<file path="config.mk">
export PLATFORM = sky130hd
export DESIGN_NAME = reset_sequencer
export DESIGN_NICKNAME = d
export VERILOG_FILES = /design/src/rtl/reset_sequencer.sv
export SDC_FILE = /design/constraint.sdc
export NUM_CORES = 1
export LEC_CHECK = 0
export ABC_AREA = 1
export BUFFER_PORTS_ARGS = -buffer_cell sky130_fd_sc_hd__buf_4
export CAP_MARGIN = 5
export CORE_ASPECT_RATIO = 1.5
export CORE_MARGIN = 2
export CORE_UTILIZATION = 40
export CTS_BUF_LIST = sky130_fd_sc_hd__clkbuf_4 sky130_fd_sc_hd__clkbuf_8
export CTS_CLUSTER_DIAMETER = 150
export DETAILED_ROUTE_END_ITERATION = 16
export PLACE_DENSITY_LB_ADDON = 0.3
export REMOVE_ABC_BUFFERS = 1
export SLEW_MARGIN = 25
export SYNTH_ARGS = -nofsm -noshare
export SYNTH_HDL_FRONTEND = slang
export SYNTH_SLANG_ARGS = --single-unit
</file>
<file path="constraint.sdc">
create_clock -name clock -period 3.7 [get_ports clock]
set_input_delay 0.185 -clock clock [delete_from_list [all_inputs] [get_ports clock]]
set_output_delay 0.185 -clock clock [all_outputs]
set_load 0.05 [all_outputs]
</file>
<file path="src/rtl/reset_sequencer.sv">
// reset_sequencer: ordered ADC -> DSP -> core reset release with run watchdog.
// Optional feature macro: RESET_SEQ_WATCHDOG_EN (max_cycles timeout / FAIL).
module reset_sequencer #(
    parameter int CNT_W = 16,
    parameter int CYC_W = 64
) (
    input  logic             clock,
    input  logic             reset,
    input  logic             soft_reset,
    input  logic [CNT_W-1:0] adc_delay,
    input  logic [CNT_W-1:0] dsp_delay,
    input  logic [CNT_W-1:0] core_delay,
    input  logic [CYC_W-1:0] max_cycles,
    input  logic             success,
    output logic             adc_reset,
    output logic             dsp_reset,
    output logic             core_reset,
    output logic             running,
    output logic             done,
    output logic             failed,
    output logic [CYC_W-1:0] cycle_count
);

    typedef enum logic [2:0] {
        S_ADC,
        S_DSP,
        S_CORE,
        RUN,
        DONE,
        FAIL
    } state_t;

    state_t           state;
    logic [CNT_W-1:0] count;
    logic [CNT_W-1:0] stage_delay;
    logic             stage_hit;
    logic             cycle_sat;
    logic             timeout;

    // Pick the live hold delay of the stage currently being sequenced.
    always_comb begin
        stage_delay = '0;
        unique case (state)
            S_ADC:   stage_delay = adc_delay;
            S_DSP:   stage_delay = dsp_delay;
            S_CORE:  stage_delay = core_delay;
            default: stage_delay = '0;
        endcase
    end

    assign stage_hit = (count >= stage_delay);
    assign cycle_sat = &cycle_count;

`ifdef RESET_SEQ_WATCHDOG_EN
    logic [CYC_W:0] cycle_plus1;

    // One extra bit keeps the +1 compare correct at saturation.
    assign cycle_plus1 = {1'b0, cycle_count} + {{CYC_W{1'b0}}, 1'b1};
    assign timeout     = (max_cycles != '0) &&
                         (cycle_plus1 >= {1'b0, max_cycles});
`else
    logic unused_max_cycles;

    assign unused_max_cycles = ^max_cycles;
    assign timeout           = 1'b0;
`endif

    // Sequencer FSM; every output is a flop written only here.
    always_ff @(posedge clock or posedge reset) begin
        if (reset) begin
            state       <= S_ADC;
            count       <= '0;
            adc_reset   <= 1'b1;
            dsp_reset   <= 1'b1;
            core_reset  <= 1'b1;
            running     <= 1'b0;
            done        <= 1'b0;
            failed      <= 1'b0;
            cycle_count <= '0;
        end else if (soft_reset) begin
            state       <= S_ADC;
            count       <= '0;
            adc_reset   <= 1'b1;
            dsp_reset   <= 1'b1;
            core_reset  <= 1'b1;
            running     <= 1'b0;
            done        <= 1'b0;
            failed      <= 1'b0;
            cycle_count <= '0;
        end else begin
            unique case (state)
                S_ADC: begin
                    if (stage_hit) begin
                        adc_reset <= 1'b0;
                        count     <= '0;
                        state     <= S_DSP;
                    end else begin
                        count <= count + 1'b1;
                    end
                end
                S_DSP: begin
                    if (stage_hit) begin
                        dsp_reset <= 1'b0;
                        count     <= '0;
                        state     <= S_CORE;
                    end else begin
                        count <= count + 1'b1;
                    end
                end
                S_CORE: begin
                    if (stage_hit) begin
                        core_reset  <= 1'b0;
                        count       <= '0;
                        running     <= 1'b1;
                        cycle_count <= '0;
                        state       <= RUN;
                    end else begin
                        count <= count + 1'b1;
                    end
                end
                RUN: begin
                    if (success) begin
                        done    <= 1'b1;
                        running <= 1'b0;
                        state   <= DONE;
                    end else if (timeout) begin
                        failed  <= 1'b1;
                        running <= 1'b0;
                        state   <= FAIL;
                    end else if (!cycle_sat) begin
                        cycle_count <= cycle_count + 1'b1;
                    end
                end
                DONE: begin
                    state <= DONE;
                end
                FAIL: begin
                    state <= FAIL;
                end
                default: begin
                    state <= S_ADC;
                end
            endcase
        end
    end

    // A later domain may never leave reset ahead of an earlier one.
    release_order: assert property (
        @(posedge clock) disable iff (reset)
        !(adc_reset && !dsp_reset) && !(dsp_reset && !core_reset)
    );

endmodule

</file>
# Yosys cells after proc, flatten, opt, wreduce, memory -nomap -nowiden

Index checks and enable logic that the tools add are counted.
W data, S select, Z words.

Logic and storage cells: 69
Register bits after elaboration: 88
Output and inout port bits: 70

Equality and inequality tests: 11
Mux-type cells: 29
Order comparisons: 1
Add/sub/neg operators: 2
Reductions and logical operators: 18

Operators by type and width:

| kind                    | count |
|---|---|
| $mux W64                | 4 |
| $pmux W64 S2            | 1 |
| $add A64 B1 Y64 const B | 1 |
| $reduce_and A64 Y1      | 1 |
| $mux W16                | 3 |
| $pmux W16 S3            | 1 |
| $ne A3 B3 Y1 const B    | 6 |
| $pmux W3 S6             | 1 |
| $add A16 B1 Y16 const B | 1 |
| $ge A16 B16 Y1          | 1 |
| $mux W3                 | 5 |
| $reduce_bool A2 Y1      | 7 |
| $mux W1                 | 13 |
| $reduce_and A2 Y1       | 4 |
| $reduce_and A4 Y1       | 2 |
| $eq A3 B2 Y1 const B    | 2 |
| $eq A3 B3 Y1 const B    | 2 |
| $eq A3 B1 Y1 const B    | 1 |
| $logic_not A3 Y1        | 1 |
| $reduce_and A3 Y1       | 1 |
| $reduce_bool A3 Y1      | 1 |
| $reduce_or A3 Y1        | 1 |
| $pmux W1 S2             | 1 |

# Longest topological paths before layout

Gate-level depths: netlist of run 1.

Word-level depth: 6
Depth in mapped cells: 23

# Least setup slack after synthesis of run 1

Ideal clock, no wire load.

Path type: reg-to-reg
Start: reg state[0]
End: reg cycle_count[0]
Arrival time: 2831 ps
Library setup time: 66 ps
Period minus slack after synthesis: 2897 ps
Buffers on the path: 3
Data required time: 3634 ps
Slack: 803 ps
Stages on the path, launching flop included: 19
Cell sequence: dfrtp_1 -> clkbuf_1 -> nor3_1 -> clkbuf_1 -> a21oi_1 -> ha_1 -> nand2_1 -> nor2_1 -> nor2_1 -> nand2_1 -> nand2_1 -> nand2_1 -> nand2_1 -> nand3_1 -> nand2_1 -> nand2_1 -> buf_2 -> nand3_2 -> nand2_1

Longest elaborated chain between the ends: 5
Elaborated cells between the ends (all ways): 13
Classes of those cells: order compare: 1; eq/ne: 6; mux: 3; reduce/logical: 3

RTL lines:

| item                                 | line   | RTL |
|---|---|---|
| start, declared                      | 33     | `state_t state;` |
| start signal, assigned               | 71     | `state <= S_ADC;` |
| start signal, assigned               | 81     | `state <= S_ADC;` |
| start signal, assigned               | 96     | `state <= S_DSP;` |
| $eq A3 B2 Y1 (tied with other cells) | 43, 91 |  |
| $pmux W16 S3                         | 43     | `unique case (state)` |
| $ge A16 B16 Y1                       | 51     | `assign stage_hit = (count >= stage_delay);` |
| $ne A3 B3 Y1 (no source line)        | --     |  |
| $reduce_and A4 Y1 (no source line)   | --     |  |
| end signal, assigned                 | 131    | `cycle_count <= cycle_count + 1'b1;` |
| end, declared                        | 21     | `output logic [CYC_W-1:0] cycle_count` |

Parallel ways exist; a longest one is shown, timed or not.
A chain may end at the register's enable or synchronous reset.

# Worst setup path after layout of run 1

Start: reg state[2]
End: reg cycle_count[7]

Same word-level chain as after synthesis.

==> results.md, run 1 <==
- Crit Path Class: flop to flop
- Routed len/inst: 15.6 um
- Area grow syn2layout: 18.2%
- GRT overflow: 0
- Routed vias/inst: 5.18
- Initial Util: 40.7%
- CP max FO: 26
- Clk sinks: 88
- Max cap viols: 0
- # nets final: 1300
- Most used cell, CP: nor2_1
- Total Neg Setup Slack: 0 ns
- Setup WS post-layout: 0.381 ns
- Dpl hpwl: 16.8 mm
- Synth Cell Area: 7060 um^2
- Core ar.: 17300 um^2
- Fin crit period: 3.32 ns
- Crit path max-delay cell type: dfrtp_1
- Clk slew on worst S/H paths: 0.09 ns
- Hold Crit Class: primary input to flop
- Critical Path End Type: flop
- Critical Path Start Type: flop
- Post-synth EDFFs: 0
- Leading area contributor after synthesis: dfrtp_1
- Row count: 59
- Pin count of the biggest net entering global routing: 65
- #FFs+latches synth: 88
- First-pass GRT wire length: 34.9 mm
- Leak: 3.48 nW
- CTS tree: done
- CTS Root Cell: clkbuf_8
- DRT Wirelength: 21.6 mm
- Residual DRC: 0
- Port Buf Inserts: 120
- Worst skew pair latency: 0.39 ns
- Vias in the first global route: 6990
- Main area contributors after synthesis: dfrtp_1, nand2_1, nor2_1
- Period utilization: 89.7%
- Die X: 113 um
- Max incr delay on CP: 0.45 ns
- Synth async-reset ratio: 100%
- Number of H-tree levels: 3
- CP arrival: 3.59 ns
- Peak Freq: 301 MHz
- Pwr/cell area: 283 nW/um^2
- WP data required: 3.97 ns
- Layout cells sized above 1: 19.7%
- Pre-Repair DR Iteration Count: 5
- Endpoints failing hold: 0
- GRT Resource Usage Total: 23.1%
- Yosys warns: 0
- Setup Skew: 0.0167 ns
- Mapped Avg Cell Area: 6.70 um^2
- Clk buf depth: 2
- Die height: 167 um
- Reg2Reg Setup Slack: 0.38 ns
- Final setup violating endpoints: 0
- Mapped Cells: 1055
- Die ar.: 18800 um^2
- Unrepaired setup endpoints after global routing: false
- Global placer's final weighted congestion: 0.978
- DR iter-0 viols: 423
- Pre-CTS WS: 0.354 ns
- Final ANT Viol Nets: 0
- Post-synthesis sequential area ratio: 31.2%
- Tightest Pin Transition: 0.727 ns
- Outcome: complete, no violations
- Top_reg_cell synth: dfrtp_1
- Post-synth top area share: 30.1%
- Peak supply drop: 220 uV
- CTS buffer count: 9
- Vias: 7169
- Crit-path cells: nor2_1, inv_1, nor2_1, buf_4, a22o_1, a21oi_1, ha_1, a21oi_1, o21ai_0, nor2_1, nand3_1, nand2_1, nand2_4, buf_12, nand3_2, nand2_1
- Initial antenna violation count: 0
- Max Slew Vio Count: 0
- Slew HR: 51.5%
- ANT cells: 0
- Synth unique cells: 36
- Num ports: 186
[cell usage in the layout (no fill, tap or decap), types with 12 or more instances in the layout]
master and n:
a21oi_1 32, a22o_1 15, buf_4 128, dfrtp_1 85
ha_1 18, inv_1 45, nand2_1 400, nand3_1 29
nand3_2 61, nand4_1 19, nor2_1 205, o21ai_0 12
o21bai_1 25, xor2_1 25
[synth_stat cells (5+ instances only)]
library cell,instances
a22o_1,15
dfrtp_1,85
o21ai_0,12
nor3_1,11
clkbuf_1,7
xnor2_1,7
xor2_1,25
ha_1,18
inv_1,46
nand2_1,401
nand4_1,19
a21oi_1,32
nor2_1,205
buf_6,13
o21bai_1,25
nand3_2,61
nand3_1,29
nor2_2,5
buf_2,9
[what timing repair did]
action / 4_1_cts / 5_1_grt
setup endpoints to repair: 0 / 3
hold buffers: 1 / 0
buffers inserted: 0 / 0
resized for setup: 0 / 1
hold endpoints to repair: 34 / 0
[sequential cells by signal, indices dropped and copies added, names as in the netlist]
register and count:
core_reset 1, adc_reset 1, done 1, state 3
cycle_count 64, running 1, dsp_reset 1, count 16
[critical path, delay by kind of cell (launching register included)]
kind | cells | cell delay, ns
adders and majority gates | 1 | 0.31
DFF | 1 | 0.45
and+or+nand+nor | 8 | 1.34
AOI/OAI and AO/OA | 4 | 0.44
buffers and inverters | 3 | 0.64
[power breakdown]
part           leakage (nW)  switching (W)  internal, W
logic                  2.16       0.000423     0.000235
registers              1.22      0.0000202     0.000975
clock network        0.0998       0.000396     0.000314
total                  3.48       0.000838      0.00152
[area by class of cell]
type / instances / area (um^2)
Tap cell: 213 / 267
Inverter: 51 / 196
Timing Repair Buffer: 132 / 1030
Multi-Input combinational cell: 884 / 4450
Clock inverter: 7 / 70.1
Sequential cell: 88 / 2210
Clock buffer: 9 / 124
Fill cell: 1830 / 9000
[cell families (layout without fill, tap and decap cells)]
group / Yosys count / after routing / synth area share (%)
AO/OA/AOI/OAI: 92 / 92 / 8.47
AND/OR/NAND/NOR: 741 / 741 / 47.1
XOR/XNOR: 32 / 32 / 3.97
other: 1 / 1 / 0.0531
adder cells (fa/ha/maj): 18 / 18 / 3.19
flip-flops: 88 / 88 / 31.2
buffers and inverters: 83 / 199 / 6.00
[metrics by stage]
stage               instance area (um^2)  hold WS [ns]  total power [W]  std cells  util, %
floorplan                           6830         0.318          0.00143       1023        -
global placement                    8140         0.321          0.00167       1367     46.9
detailed placement                  8140         0.323          0.00168       1367     46.9
CTS                                 8340         0.108          0.00239       1384     48.1
global route                        8350         0.105          0.00251       1384     48.1
finish                              8350         0.107          0.00236       1384     48.1
[worst paths after layout]
check,from,to,depth (start not counted)
worst max-delay path,state[2],cycle_count[7],16
worst min-delay path,soft_reset,core_reset,2
worst min register to register,adc_reset,adc_reset,2
max in group asynchronous,reset,count[6],4
worst max register to register,state[2],cycle_count[7],16
min in group asynchronous,reset,cycle_count[13],4
[routing by layer]
layer  part of all wire (%)  global-route usage [%]
met1                     39                    26.3
met3                    4.3                    3.31
met2                     51                    41.9
met4                    5.2                    11.1
met5                      0                       0
Power figures use the tool's default switching activity.
==> run 2: changes to the inputs <==
ABC_AREA = default   (was 1)
==> run 2 against run 1 <==
  * Final cell count down 26%
  * Sequential share of layout area up 3.0 points
  * First-iteration DRC count down 5.2%
  * Worst hold slack better by 0.024 ns
  * Wire length down 16%
  * Die area down 14%
  * Flip-flop and latch count unchanged
  * Non-clock buffer count up 21
  * Critical path depth down 4
  * Power down 20%
  * Synthesized area down 14%
  * Largest power group unchanged
==> results.md, run 2 <==
- Unrepaired setup endpoints after global routing: false
- Period utilization: 90.2% (+0.51 points)
- Mapped Cells: 706 (-33%)
- Hold Crit Class: primary input to flop
- Setup Skew: 0.0207 ns (+0.00401 ns)
- Fin util: 50.3% (+2.2 points)
- Top_reg_cell synth: dfrtp_1
- Global placer's final weighted congestion: 0.814 (-17%)
- Die height: 155 um (-7.2%)
- WP data required: 3.98 ns (about the same)
- CTS buffer count: 9 (unchanged)
- Critical Path Start Type: flop
- Pwr/cell area: 250 nW/um^2 (-12%)
- Post-synth top area share: 35.1% (+5.0 points)
- Port Buf Inserts: 120 (unchanged)
- Endpoints failing hold: 0 (unchanged)
- Fillers: 1467 (-20%)
- Cell with the most instances after synthesis: dfrtp_1
- Area occupied by registers: 2210 um^2 (unchanged)
- Post-synthesis sequential area ratio: 36.4% (+5.2 points)
- Yosys warns: 0 (unchanged)
- Pin count of the biggest net entering global routing: 73 (+12%)
- Leading area contributor after synthesis: dfrtp_1
- Clk sinks: 88 (unchanged)
- Post-synth EDFFs: 0 (unchanged)
- CP max FO: 16 (-38%)
- Residual DRC: 0 (unchanged)
- Dpl cell area: 7270 um^2 (-11%)
- Clk buf depth: 2 (unchanged)
- Peak supply drop: 171 uV (-22%)
- Die X: 104 um (-7.1%)
- Pre-Repair DR Iteration Count: 5 (unchanged)
- DR iter-0 viols: 401 (-5.2%)
- Final ANT Viol Nets: 0 (unchanged)
- Mapped Avg Cell Area: 8.58 um^2 (+28%)
- Initial antenna violation count: 0 (unchanged)
- Outcome: complete, no violations
- Critical Path End Type: flop
- Tightest Pin Transition: 0.792 ns (+0.0651 ns)
- Clk slew on worst S/H paths: 0.10 ns (about the same)
- Footprint of the multi-input gates: 3560 um^2 (-20%)
- Synth async-reset ratio: 100% (unchanged)
- Finished Cell Area: 7510 um^2 (-10%)
- Core ar.: 14900 um^2 (-14%)
- Vias in the first global route: 5799 (-17%)
- First-pass GRT wire length: 29.6 mm (-15%)
- Most common cell after layout, fill and taps aside: buf_4
- Crit Path Class: flop to flop
- Routed len/inst: 17.8 um (+14%)
- Row count: 55 (-6.8%)
- GRT overflow: 0 (unchanged)
- Num ports: 186 (unchanged)
- Area grow syn2layout: 23.9%
- Number of H-tree levels: 3 (unchanged)
- GRT Resource Usage Total: 22.5% (-0.63 points)
- Synth unique cells: 66 (+83%)
- Most frequent cells in the layout: buf_4, dfrtp_1, nand2_1
- Max cap viols: 0 (unchanged)
- Post-cts sizing count: 0 (unchanged)
- Top flop regs: cycle_count x64, count x16, state x3
- Worst skew pair latency: 0.40 ns (about the same)
- Die ar.: 16200 um^2 (-14%)
- Final setup violating endpoints: 0 (unchanged)
- Routed vias/inst: 6.03 (+16%)
- Main area contributors after synthesis: dfrtp_1, mux2i_1, a31oi_1
- WHS: 0.131 ns (+0.0235 ns)
- Slew HR: 46.7% (-4.8 points)
- ANT cells: 0 (unchanged)
- Initial Util: 40.6% (-0.14 points)
- Leak: 3.20 nW (-8.1%)
- Peak Freq: 300 MHz (-0.56%)
- Total Neg Setup Slack: 0 ns (unchanged)
- CTS tree: done
- Post-synth top cells: dfrtp_1, nand2_1, a31oi_1, nand4_1, nand3_1
- Dpl hpwl: 12.9 mm (-23%)
- #FFs+latches synth: 88 (unchanged)
- Layout cells sized above 1: 23.4% (+3.7 points)
- CTS Root Cell: clkbuf_8
- Max Slew Vio Count: 0 (unchanged)
- DRT Wirelength: 18.2 mm (-16%)
- # nets final: 954 (-27%)
- Synth Cell Area: 6060 um^2 (-14%)
- Total chip power: 0.00188 W (-20%)
- Max reg flops: 64 (unchanged)
- Top reg by flops: cycle_count
- Vias: 6172 (-14%)
- CP arrival: 3.62 ns (+0.03 ns)
- Fin crit period: 3.34 ns (+0.0187 ns)
-- run 2: cell count changes after synthesis, sizes merged, moves of 15 or more --
| cell | delta |
|---|---|
| o21ai | +18 |
| nand3 | -49 |
| nor2 | -179 |
| and3 | +15 |
| nand4 | +28 |
| clkbuf | +27 |
| nand2 | -328 |
| nor4 | +16 |
| inv | -24 |
| a31oi | +46 |
| mux2i | +41 |
| xor2 | -15 |
| o21bai | -23 |
-- run 2: worst max-delay path: stages, from the launching register on --
cell and delay, ns:
dfrtp_1 0.48, buf_12 0.20, mux2i_1 0.12, o21ai_0 0.14, nand2_1 0.07, ha_1 0.33, and4_1 0.23, nand2_1 0.10
or2_2 0.35, a311o_2 0.46, and2_1 0.20, buf_4 0.18, a311o_1 0.35
-- run 2: power by group --
group | internal [W] | switching (W)
Sequential | 0.000964 | 0.00000359
Combinational | 0.0000638 | 0.0000712
Clock | 0.000386 | 0.000391
Total | 0.00141 | 0.000466
-- run 2: cell families after synthesis --
logic type | synth area share [%]
AOI/OAI and AO/OA | 20.4
and+or+nand+nor | 25.8
other | 0.0619
muxes | 6.96
xor gates and xnor gates | 1.59
buffers and inverters | 5.14
DFF | 36.4
adders and majority gates | 3.72
-- run 2: area by class of cell --
type	instances	share of cell area, %
Timing Repair Buffer	153	15.7
Sequential cell	88	29.4
Inverter	25	1.27
Clock buffer	9	1.65
Clock inverter	7	1.35
Multi-Input combinational cell	543	47.4
Tap cell	199	3.32
-- run 2: final timing paths --
kind,startpoint,end,slack [ns],cells after the start
setup / recovery,state[1],cycle_count[23],0.36,12
hold / removal,soft_reset,count[0],0.13,2
setup reg to reg,state[1],cycle_count[23],0.36,12
hold reg to reg,core_reset,core_reset,0.47,2
max in group asynchronous,reset,adc_reset,2.42,4
min in group asynchronous,reset,cycle_count[12],0.39,3
-- run 2: timing repair --
item,4_1_cts,5_1_grt
hold endpoints to repair,29,0
buffers inserted,0,0
hold buffers,1,0
-- run 2: stage by stage --
stage	instances	setup WS, ns
global route	1024	0.128
global placement	1007	0.415
CTS	1024	0.367
finish	1024	0.362
detailed placement	1007	0.399
floorplan	656	-0.976
-- run 2: per-layer routing --
metal | global-route usage [%] | share of wire, %
met1 | 27.6 | 41
met5 | 0 | 0
met4 | 8.82 | 2.5
met3 | 3.33 | 5.8
met2 | 39.5 | 51
==> run 3: changes to the inputs <==
BUFFER_PORTS_ARGS = default   (was -buffer_cell sky130_fd_sc_hd__buf_4)
DONT_BUFFER_PORTS = 1   (was default)
==> run 3 against run 2 <==
  * Critical path depth is 1 higher
  * Largest power group unchanged
  * Largest cell class unchanged
  * Highest routed layer unchanged
  * Clock-buffer cell count up 3
  * Critical path type unchanged
  * Power fell by 4.8%
  * Clock skew fell by 0.014 ns
  * Via count decreased by 3.4%
==> results.md, run 3 (synthesized netlist as in run 2, its figures left out) <==
- Outcome: complete, no violations
- Crit Path Class: flop to flop
- CTS tree: done
- Finished Cell Area: 6940 um^2 (-7.5%)
- Initial Util: 40.6% (unchanged)
- Pre-Repair DR Iteration Count: 5 (unchanged)
- Hold path depth: 2 (unchanged)
- # nets final: 878 (-8.0%)
- Endpoints failing hold: 0 (unchanged)
- Top reg by flops: cycle_count
- Most common cell after layout, fill and taps aside: dfrtp_1
- Fin crit period: 3.37 ns (+0.0323 ns)
- DR iter-0 viols: 393 (-2.0%)
- Hold Crit Class: primary input to flop
- WP data required: 3.97 ns (about the same)
- Layout Cells excl Fill: 948 (-7.4%)
- Pin count of the biggest net entering global routing: 73 (unchanged)
- DRT Wirelength: 18.7 mm (+2.8%)
- Crit path max-delay cell type: dfrtp_1
- ANT cells: 0 (unchanged)
- Die ar.: 16200 um^2 (unchanged)
- Max reg flops: 64 (unchanged)
- Setup Skew: 0.00635 ns (-0.0143 ns)
- Clk slew on worst S/H paths: 0.09 ns (about the same)
- Top sig layer: met4
- Layout cells sized above 1: 15.5% (-7.9 points)
- Met2 WL: 9.30 mm (+0.33%)
- Core ar.: 14900 um^2 (unchanged)
- Top flop regs: cycle_count x64, count x16, state x3
- Peak Freq: 297 MHz (-0.96%)
- Unrepaired setup endpoints after global routing: false
- Period utilization: 91.1% (+0.87 points)
- Setup bufs post-CTS: 0 (unchanged)
- WL met3: 1.54 mm (+46%)
- CTS buffer count: 9 (unchanged)
- Vias in the first global route: 5960 (+2.8%)
- Reg2Reg Depth: 13 (+1)
- Num ports: 186 (unchanged)
- Critical Path Start Type: flop
- Most used cell, CP: nand2_1
- Dpl cells: 930 (-7.6%)
- Hold Startpoint: success
- GRT overflow: 0 (unchanged)
- Critical R2R Capture: cycle_count[23]
- CP max FO: 16 (unchanged)
- Most frequent cells in the layout: dfrtp_1, nand2_1, buf_4
- Total Neg Setup Slack: 0 ns (unchanged)
- Peak supply drop: 197 uV (+15%)
- Reg2Reg Setup Slack: 0.33 ns (-0.03 ns)
- Clk buf depth: 2 (unchanged)
- Crit-path cells: nor2_1, buf_4, nand2_1, o21ai_0, nand2_1, ha_1, and4_1, nand2_1, or2_2, a311o_2, and2_1, buf_12, a311o_1
- Met1 Wirelength: 7.20 mm (-3.3%)
- Dpl cell area: 6710 um^2 (-7.8%)
- Clk sinks: 88 (unchanged)
- Max Slew Vio Count: 0 (unchanged)
- Port Buf Inserts: 0 (-100%)
- First-pass GRT wire length: 30.4 mm (+2.5%)
- Slew HR: 39.6% (-7.1 points)
- Routed vias/inst: 6.29 (+4.3%)
- Leak: 2.83 nW (-11%)
- Max cap viols: 0 (unchanged)
- Dpl hpwl: 13.2 mm (+2.4%)
- Worst skew pair latency: 0.38 ns (-0.02 ns)
- Routed len/inst: 19.7 um (+11%)
- Number of H-tree levels: 3 (unchanged)
- Residual DRC: 0 (unchanged)
- WHS: 0.0127 ns (-0.118 ns)
- Vias: 5962 (-3.4%)
- Row count: 55 (unchanged)
- WHS Endpoint: state[2]
- CTS Root Cell: clkbuf_8
- Initial antenna violation count: 0 (unchanged)
- Final ANT Viol Nets: 0 (unchanged)
- Global placer's final weighted congestion: 0.845 (+3.8%)
- Area grow syn2layout: 14.6%
- Max incr delay on CP: 0.46 ns (-0.02 ns)
- Reg2reg start: state[1]
- Tightest Pin Transition: 0.898 ns (+0.106 ns)
- Final setup violating endpoints: 0 (unchanged)
- Pwr/cell area: 258 nW/um^2 (+2.9%)
- Die X: 104 um (unchanged)
- CP arrival: 3.64 ns (+0.02 ns)
- Die height: 155 um (unchanged)
- Critical Path End Type: flop
- GRT Resource Usage Total: 23.0% (+0.55 points)
==> run 3: cell count changes in the layout (fill, tap and decap cells not counted), sizes merged <==
cell,before,now
clkbuf,9,12
bufinv,2,1
dlygate4sd3,1,2
clkinv,2,3
clkinvlp,2,1
inv,26,24
buf,152,75
==> run 3: per-layer routing <==
layer | track usage (%) | vias to the layer above
li1 | - | 2785
met1 | 25.4 | 2862
met2 | 41.3 | 264
met3 | 5.77 | 51
met4 | 10.7 | 0
met5 | 0 | -
==> run 3: layout make-up <==
type                    instances  area [um^2]
clock buffers                  12          165
clock inverters                 4         51.3
fillers                      1482         7990
inverters                      25         95.1
multi-input cells             543         3560
flip-flops and latches         88         2210
well taps                     199          249
repair buffers                 77          621
==> run 3: how the worst max path moves through the flow <==
stage	start	endpoint	slack, ns
3_3_place_gp	state[1]	cycle_count[23]	0.40
2_1_floorplan	state[0]	cycle_count[23]	-0.98
5_1_grt	state[1]	cycle_count[23]	0.05
3_5_place_dp	state[1]	cycle_count[23]	0.33
6_report	state[1]	cycle_count[23]	0.33
4_1_cts	state[1]	cycle_count[23]	0.32
==> run 3: report_power, final <==
group / internal, W / switching [W]
Sequential: 0.000964 / 0.00000401
Combinational: 0.0000310 / 0.0000633
Clock: 0.000367 / 0.000359
==> run 3: repair_timing <==
action / in CTS / in global routing
resized for setup: 0 / 0
endpoints found under the hold margin: 57 / 0
hold buffers: 2 / 0
==> run 3: stage by stage <==
| stage | utilization [%] | power (W) | setup slack, ns |
|---|---|---|---|
| after CTS | 46.5 | 0.00181 | 0.317 |
| after global routing | 46.5 | 0.00186 | 0.0522 |
| final | 46.5 | 0.00179 | 0.330 |
| after global placement | 44.9 | 0.00107 | 0.405 |
| after detailed placement | 44.9 | 0.00108 | 0.327 |
| after floorplan | - | 0.00105 | -0.976 |
==> run 3: critical path: cells and delay by family, from the launching register on <==
kind | cells | cell delay, ns
and+or+nand+nor | 7 | 1.20
buffers and inverters | 2 | 0.41
AOI/OAI and AO/OA | 3 | 0.83
DFF | 1 | 0.46
adders and majority gates | 1 | 0.34
